File: src/rtl/npu_pkg.sv
// npu_pkg: shared widths, MAC tag bundle and helpers for the NPU PE chain.
// Contents: NPU_* width defaults, npu_ctx_w(), npu_saturate(), npu_tag_t.
package npu_pkg;

    localparam int NPU_DATA_W    = 16;
    localparam int NPU_WEIGHT_W  = 16;
    localparam int NPU_ACC_W     = 48;
    localparam int NPU_MAX_CTX_W = 8;
    localparam int NPU_MAX_ACC_W = 128;

    // ctx is carried at a fixed width; the PE narrows it to CTX_W
    typedef struct packed {
        logic [NPU_MAX_CTX_W-1:0] ctx;
        logic                     is_local;
        logic                     is_last;
        logic                     valid;
    } npu_tag_t;

    function automatic int npu_ctx_w(input int n);
        return (n > 1) ? $clog2(n) : 1;
    endfunction

    // Clamp x into the signed range of a w-bit value; ovf flags a clamp.
    function automatic logic signed [NPU_MAX_ACC_W-1:0] npu_saturate(
        input  logic signed [NPU_MAX_ACC_W:0] x,
        input  int                            w,
        output logic                          ovf
    );
        logic signed [NPU_MAX_ACC_W:0] one;
        logic signed [NPU_MAX_ACC_W:0] hi;
        logic signed [NPU_MAX_ACC_W:0] lo;
        one    = '0;
        one[0] = 1'b1;
        hi     = (one << (w - 1)) - one;
        lo     = -hi - one;
        ovf    = 1'b0;
        npu_saturate = x[NPU_MAX_ACC_W-1:0];
        if (x > hi) begin
            npu_saturate = hi[NPU_MAX_ACC_W-1:0];
            ovf = 1'b1;
        end else if (x < lo) begin
            npu_saturate = lo[NPU_MAX_ACC_W-1:0];
            ovf = 1'b1;
        end
    endfunction

endpackage

File: src/rtl/npu_pe_mul_pipe.sv
// npu_pe_mul_pipe: STAGES-deep signed multiplier with enable (DSP-friendly).
// Ports: CLK, npu_rst, npu_pe_en, mul_a, mul_b in; mul_p out (A_W+B_W bits).
module npu_pe_mul_pipe #(
    parameter int A_W    = 16,
    parameter int B_W    = 16,
    parameter int STAGES = 2
) (
    input  logic                      CLK,
    input  logic                      npu_rst,
    input  logic                      npu_pe_en,
    input  logic signed [A_W-1:0]     mul_a,
    input  logic signed [B_W-1:0]     mul_b,
    output logic signed [A_W+B_W-1:0] mul_p
);

    localparam int P_W = A_W + B_W;

    logic signed [A_W-1:0] a_q;
    logic signed [B_W-1:0] b_q;
    logic signed [P_W-1:0] p_c;

    assign p_c = P_W'(a_q) * P_W'(b_q);

    // Operand register is the first of the STAGES registers
    always_ff @(posedge CLK) begin
        if (npu_rst) begin
            a_q <= '0;
            b_q <= '0;
        end else if (npu_pe_en) begin
            a_q <= mul_a;
            b_q <= mul_b;
        end
    end

    generate
        if (STAGES == 1) begin : g_comb
            assign mul_p = p_c;
        end else begin : g_pipe
            logic signed [P_W-1:0] p_q [STAGES-1];
            always_ff @(posedge CLK) begin
                if (npu_rst) begin
                    for (int i = 0; i < STAGES - 1; i++) p_q[i] <= '0;
                end else if (npu_pe_en) begin
                    p_q[0] <= p_c;
                    for (int i = 1; i < STAGES - 1; i++) p_q[i] <= p_q[i-1];
                end
            end
            assign mul_p = p_q[STAGES-2];
        end
    endgenerate

endmodule

File: src/rtl/npu_pe_mctx.sv
// npu_pe_mctx: multi-context MAC PE; data store, pipelined multiply, local acc.
// Ports: CLK, npu_rst, npu_pe_en, data write (wren/wr_ctx/data_in), MAC issue
// (in_valid/ctx/local/last/weight/acc_in); results out_valid/out_ctx/acc_val/
// acc_output/out_last/out_ovf. Define NPU_PE_SAT_EN for saturating sums.
module npu_pe_mctx
    import npu_pkg::*;
#(
    parameter int DATA_W     = NPU_DATA_W,
    parameter int WEIGHT_W   = NPU_WEIGHT_W,
    parameter int ACC_W      = NPU_ACC_W,
    parameter int NUM_CTX    = 4,
    parameter int MUL_STAGES = 2,
    localparam int CTX_W     = npu_ctx_w(NUM_CTX)
) (
    input  logic                       CLK,
    input  logic                       npu_rst,
    input  logic                       npu_pe_en,
    input  logic                       npu_pe_new_input_wren,
    input  logic [CTX_W-1:0]           npu_pe_wr_ctx,
    input  logic signed [DATA_W-1:0]   npu_pe_data_in,
    input  logic                       npu_pe_in_valid,
    input  logic [CTX_W-1:0]           npu_pe_in_ctx,
    input  logic                       npu_pe_in_local,
    input  logic                       npu_pe_in_last,
    input  logic signed [WEIGHT_W-1:0] npu_pe_weight_in,
    input  logic signed [ACC_W-1:0]    npu_pe_acc_in,
    output logic                       npu_pe_out_valid,
    output logic [CTX_W-1:0]           npu_pe_out_ctx,
    output logic signed [ACC_W-1:0]    npu_pe_acc_val,
    output logic signed [ACC_W-1:0]    npu_pe_acc_output,
    output logic                       npu_pe_out_last,
    output logic                       npu_pe_out_ovf
);

    localparam int P_W = DATA_W + WEIGHT_W;

    logic signed [DATA_W-1:0] data_mem  [NUM_CTX];
    logic signed [ACC_W-1:0]  local_acc [NUM_CTX];
    npu_tag_t                 tag_pipe  [MUL_STAGES];
    logic signed [ACC_W-1:0]  acc_pipe  [MUL_STAGES];

    npu_tag_t                 tag_in;
    npu_tag_t                 tag_f;
    logic [CTX_W-1:0]         ctx_f;
    logic signed [P_W-1:0]    prod;
    logic signed [ACC_W-1:0]  addend;
    logic signed [ACC_W:0]    sum_wide;
    logic signed [ACC_W-1:0]  sum;

    // Issue reads the pre-write value of the same context
    always_ff @(posedge CLK) begin
        if (npu_rst) begin
            for (int i = 0; i < NUM_CTX; i++) data_mem[i] <= '0;
        end else if (npu_pe_en && npu_pe_new_input_wren) begin
            data_mem[npu_pe_wr_ctx] <= npu_pe_data_in;
        end
    end

    npu_pe_mul_pipe #(
        .A_W    (DATA_W),
        .B_W    (WEIGHT_W),
        .STAGES (MUL_STAGES)
    ) u_mul (
        .CLK       (CLK),
        .npu_rst   (npu_rst),
        .npu_pe_en (npu_pe_en),
        .mul_a     (data_mem[npu_pe_in_ctx]),
        .mul_b     (npu_pe_weight_in),
        .mul_p     (prod)
    );

    always_comb begin
        tag_in          = '0;
        tag_in.ctx      = NPU_MAX_CTX_W'(npu_pe_in_ctx);
        tag_in.is_local = npu_pe_in_local;
        tag_in.is_last  = npu_pe_in_last;
        tag_in.valid    = npu_pe_in_valid;
    end

    // Tags and cascade addend travel beside the multiplier registers
    always_ff @(posedge CLK) begin
        if (npu_rst) begin
            for (int i = 0; i < MUL_STAGES; i++) begin
                tag_pipe[i] <= '0;
                acc_pipe[i] <= '0;
            end
        end else if (npu_pe_en) begin
            tag_pipe[0] <= tag_in;
            acc_pipe[0] <= npu_pe_acc_in;
            for (int i = 1; i < MUL_STAGES; i++) begin
                tag_pipe[i] <= tag_pipe[i-1];
                acc_pipe[i] <= acc_pipe[i-1];
            end
        end
    end

    assign tag_f    = tag_pipe[MUL_STAGES-1];
    assign ctx_f    = CTX_W'(tag_f.ctx);
    // local_acc is read and written in this stage, so no forwarding needed
    assign addend   = tag_f.is_local ? local_acc[ctx_f]
                                     : acc_pipe[MUL_STAGES-1];
    assign sum_wide = (ACC_W+1)'(prod) + (ACC_W+1)'(addend);

`ifdef NPU_PE_SAT_EN
    logic signed [NPU_MAX_ACC_W-1:0] sat_full;
    logic                            sat_ovf;
    logic                            ovf_q;

    always_comb begin
        sat_ovf  = 1'b0;
        sat_full = npu_saturate((NPU_MAX_ACC_W+1)'(sum_wide), ACC_W, sat_ovf);
    end

    assign sum = ACC_W'(sat_full);

    always_ff @(posedge CLK) begin
        if (npu_rst) begin
            ovf_q <= 1'b0;
        end else if (npu_pe_en) begin
            ovf_q <= tag_f.valid & sat_ovf;
        end
    end

    assign npu_pe_out_ovf = ovf_q;
`else
    assign sum            = ACC_W'(sum_wide);
    assign npu_pe_out_ovf = 1'b0;
`endif

    always_ff @(posedge CLK) begin
        if (npu_rst) begin
            npu_pe_out_valid  <= 1'b0;
            npu_pe_out_ctx    <= '0;
            npu_pe_out_last   <= 1'b0;
            npu_pe_acc_val    <= '0;
            npu_pe_acc_output <= '0;
            for (int i = 0; i < NUM_CTX; i++) local_acc[i] <= '0;
        end else if (npu_pe_en) begin
            npu_pe_out_valid <= tag_f.valid;
            npu_pe_out_ctx   <= ctx_f;
            npu_pe_out_last  <= tag_f.valid & tag_f.is_last;
            if (tag_f.valid) begin
                npu_pe_acc_val <= sum;
                // last term hands off and re-arms the context for the next neuron
                if (tag_f.is_local) begin
                    local_acc[ctx_f] <= tag_f.is_last ? '0 : sum;
                end
                if (tag_f.is_last) begin
                    npu_pe_acc_output <= sum;
                end
            end
        end
    end

endmodule

File: config.mk
export PLATFORM = sky130hd
export DESIGN_NAME = npu_pe_mctx
export DESIGN_NICKNAME = d
export VERILOG_FILES = /design/src/rtl/npu_pkg.sv /design/src/rtl/npu_pe_mul_pipe.sv /design/src/rtl/npu_pe_mctx.sv
export SDC_FILE = /design/constraint.sdc
export NUM_CORES = 2
export LEC_CHECK = 0
export ABC_AREA = 1
export ABC_CLOCK_PERIOD_IN_PS = 16800
export BUFFER_PORTS_ARGS = -buffer_cell sky130_fd_sc_hd__buf_4
export CAP_MARGIN = 20
export CORE_MARGIN = 2
export CORE_UTILIZATION = 45
export DETAILED_ROUTE_END_ITERATION = 10
export HOLD_SLACK_MARGIN = 0.03
export PLACE_DENSITY_LB_ADDON = 0.08
export SLEW_MARGIN = 20
export SYNTH_ARGS = -nofsm -noshare
export SYNTH_HDL_FRONTEND = slang
export SYNTH_SLANG_ARGS = --single-unit
File: constraint.sdc
create_clock -name CLK -period 16.8 [get_ports CLK]
set_input_delay 5.04 -clock CLK [delete_from_list [all_inputs] [get_ports CLK]]
set_output_delay 5.04 -clock CLK [all_outputs]
set_load 0.02 [all_outputs]
==> out/qor.yml <==
outcome:
  outcome: "finished clean"
pwr:
  seqPwrFrac_pct: 41.2
  p_clk_share_pct: 34.9
  power_density_mw_per_mm2: 89.9
  p_total_uw: 3680
  intPower_uw: 2470
  cellLeakagePower_uw: 0.0205
  power_frac_comb_pct: 24.0
  peakVddDrop_mv: 0.0888
  p_sw_share_pct: 33.0
  switchingPower_uw: 1220
place:
  io_buffers: 190
  dpl_worst_slack_ns: 8.32
  placedCellCount: 5661
  place.detailed.hpwl_um: 78700
  gp_congestion: 0.972
synthesis:
  ys.flop_type: "edfxtp_1"
  synthArstFlopShare_pct: 0
  netlist_instances: 4562
  syn_area_mm2: 0.0367
  synth_cell_types: 46
  syn_nets: 5045
  ys_seq_elements: 526
  synth.avg_cell_area_um2: 8.05
  yosysWarningCount: 0
  synth_seq_area_share_pct: 39.4
  synth_edf_count: 394
cells_and_area:
  stdcell_count: 5770
  multi_input_area_mm2: 0.0177
  final-seq-area_mm2: 0.0145
  fillers: 7940
  diodes: 0
  fin_nets: 5145
  layout-drive-gt1-share_pct: 9.28
  syn_to_final_growth_pct: 11.6
drt:
  via_per_inst: 4.95
  totalWireLength_um: 106000
  wl_per_cell_um: 18.4
  via_count: 28500
  drt_iter0_markers: 1968
  ant_nets: 0
  firstDrtPassIters: 7
  drc_errors: 0
grt:
  grt_usage_pct: 25.4
  grt_pass1_vias: 27900
  grt_antenna_before_repair: 0
  grt_pass1_wl_um: 161000
  grt_start_max_net_pins: 95
  grt-ovfl-total: 0
worst_setup_path:
  crit_required_ns: 17.07
  slowest_delay_ns: 0.93
  crit_path_max_fanout: 73
  crit_top_cell: "buf_4"
  cp_data_arrival_time_ns: 8.01
  crit_chain: "buf_4, clkinv_2, nand2_4, buf_4"
  path_class: "in2reg"
  cp_slowest_cell: "nand2_4"
  critPathLaunchType: "input port"
  end_kind: "register"
clock_tree:
  htreeDepth: 2
  clkSlewWorstSetupHoldPaths_ns: 0.06
  cts_resized: 0
  clockBufferDepth: 3
  holdBufCountCts: 0
  clock_latency_ns: 0.65
  clockRootBuffer: "clkbuf_16"
  numCtsBuffers: 59
  cts_setup_buffers: 0
  cts_tree: "yes"
  cts.sinks: 526
sta:
  worst_pin_slew_ns: 1.03
  setup-tns-final_ns: 0
  max-slew-margin-rel_pct: 31.3
  setup_ws_ns: 9.06
  maxSlewViolCount: 0
  rsz0062_at_grt: "false"
  hold_viol_final: 0
  period_needed_ns: 7.74
  fin_crit_sh_pct: 46.1
  setup_violations: 0
  fmax_mhz: 129
  fin_worst_skew_ns: 0.0475
  fin_hold_ws_ns: 0.485
floorplan:
  rows: 104
  initial_core_util_pct: 45.5
  die_w_um: 290
  fp.dieH_um: 290
  core_region_area_mm2: 0.0807
  pin_count: 192
  die-area_mm2: 0.0839
worst_hold_path:
  hold_path_class: "reg2reg"
flow_run:
  maxCapViolCount: 0
[cells in the mapped netlist, types with 20 or more instances]
master / number / share of area [%]
inv_1: 1007 / 10
dfxtp_1: 132 / 7.2
edfxtp_1: 394 / 32
o21a_1: 24 / 0.49
clkbuf_1: 151 / 1.5
ha_1: 129 / 4.4
nor2_1: 699 / 7.1
nor2_2: 25 / 0.43
nand4_1: 27 / 0.46
o21ai_0: 151 / 2.1
nand2_2: 37 / 0.63
nand3_1: 199 / 2.7
o21bai_1: 20 / 0.41
nand2_1: 1012 / 10
a21oi_1: 81 / 1.1
buf_2: 21 / 0.29
a41oi_1: 47 / 1.1
fa_1: 263 / 14
[per-stage QoR]
step                      utilization [%]  area [um^2]
after floorplan                         -        36700
after global placement               48.4        39100
after detailed placement             48.4        39100
after CTS                            50.8        41000
after global routing                 50.8        41000
final                                50.8        41000
[path summary, 6_finish.rpt]
| check | from | end | slack [ns] | cells after the start |
|---|---|---|---|---|
| hold / removal | npu_pe_out_last | npu_pe_out_last | 0.49 | 2 |
| setup reg to reg | u_mul.a_q[15] | u_mul.g_pipe.p_q[0][25] | 10.26 | 22 |
| hold reg to reg | npu_pe_out_last | npu_pe_out_last | 0.49 | 2 |
| setup / recovery | npu_rst | acc_pipe[0][92] | 9.06 | 4 |
[critical path, delay by kind of cell]
family	cells	cell delay, ns
buf+inv	3	1.91
simple gates	1	0.93
[final cells by class]
class | count | area share (%)
multi-input combinational | 2825 | 43.2
sequential | 526 | 35.3
inverter | 1019 | 9.34
timing repair buffer | 231 | 4.23
clock buffer | 72 | 3.82
tap | 1060 | 3.24
clock inverter | 37 | 0.855
[state kept, by name, summed over array words and instances (netlist names)]
register / cells
npu_pe_out_ctx: 2
u_mul.a_q: 16
u_mul.b_q: 16
tag_pipe: 10
acc_pipe: 96
npu_pe_out_last: 1
local_acc: 192
data_mem: 64
npu_pe_out_valid: 1
npu_pe_acc_val: 48
npu_pe_acc_output: 48
u_mul.g_pipe.p_q: 32
[logic make-up after synthesis]
family	share of synthesized area [%]
simple gates	22.6
other cells	0.0102
xor+xnor	0.613
buf+inv	12.5
flops	39.4
fa+ha+maj	18.7
compound gates	6.07
[power groups by stage]
| stage | sequential, uW | clock, uW | combinational (uW) |
|---|---|---|---|
| after floorplan | 1530 | 0 | 573 |
| after global placement | 1540 | 0 | 882 |
| after detailed placement | 1540 | 0 | 886 |
| after CTS | 1520 | 1310 | 891 |
| after global routing | 1520 | 1360 | 978 |
| final | 1520 | 1280 | 882 |
[layout by cell type, fill, tap and decap left out, drive strengths merged, types with 72 or more instances in the layout]
cell type / count
dfxtp: 132
edfxtp: 394
nor2: 734
a21oi: 82
ha: 129
nand3: 205
buf: 231
clkbuf: 72
fa: 263
nand2: 1049
inv: 1020
o21ai: 153
[per-layer routing]
| layer | track usage [%] | part of all wire [%] | vias to the layer above |
|---|---|---|---|
| li1 | - | - | 14100 |
| met1 | 31.8 | 42 | 13700 |
| met2 | 44.2 | 49 | 603 |
| met3 | 2.24 | 3.9 | 177 |
| met4 | 12.1 | 5.1 | 0 |
| met5 | 0 | 0 | - |
Note: power is estimated with default switching activity, not from simulation.
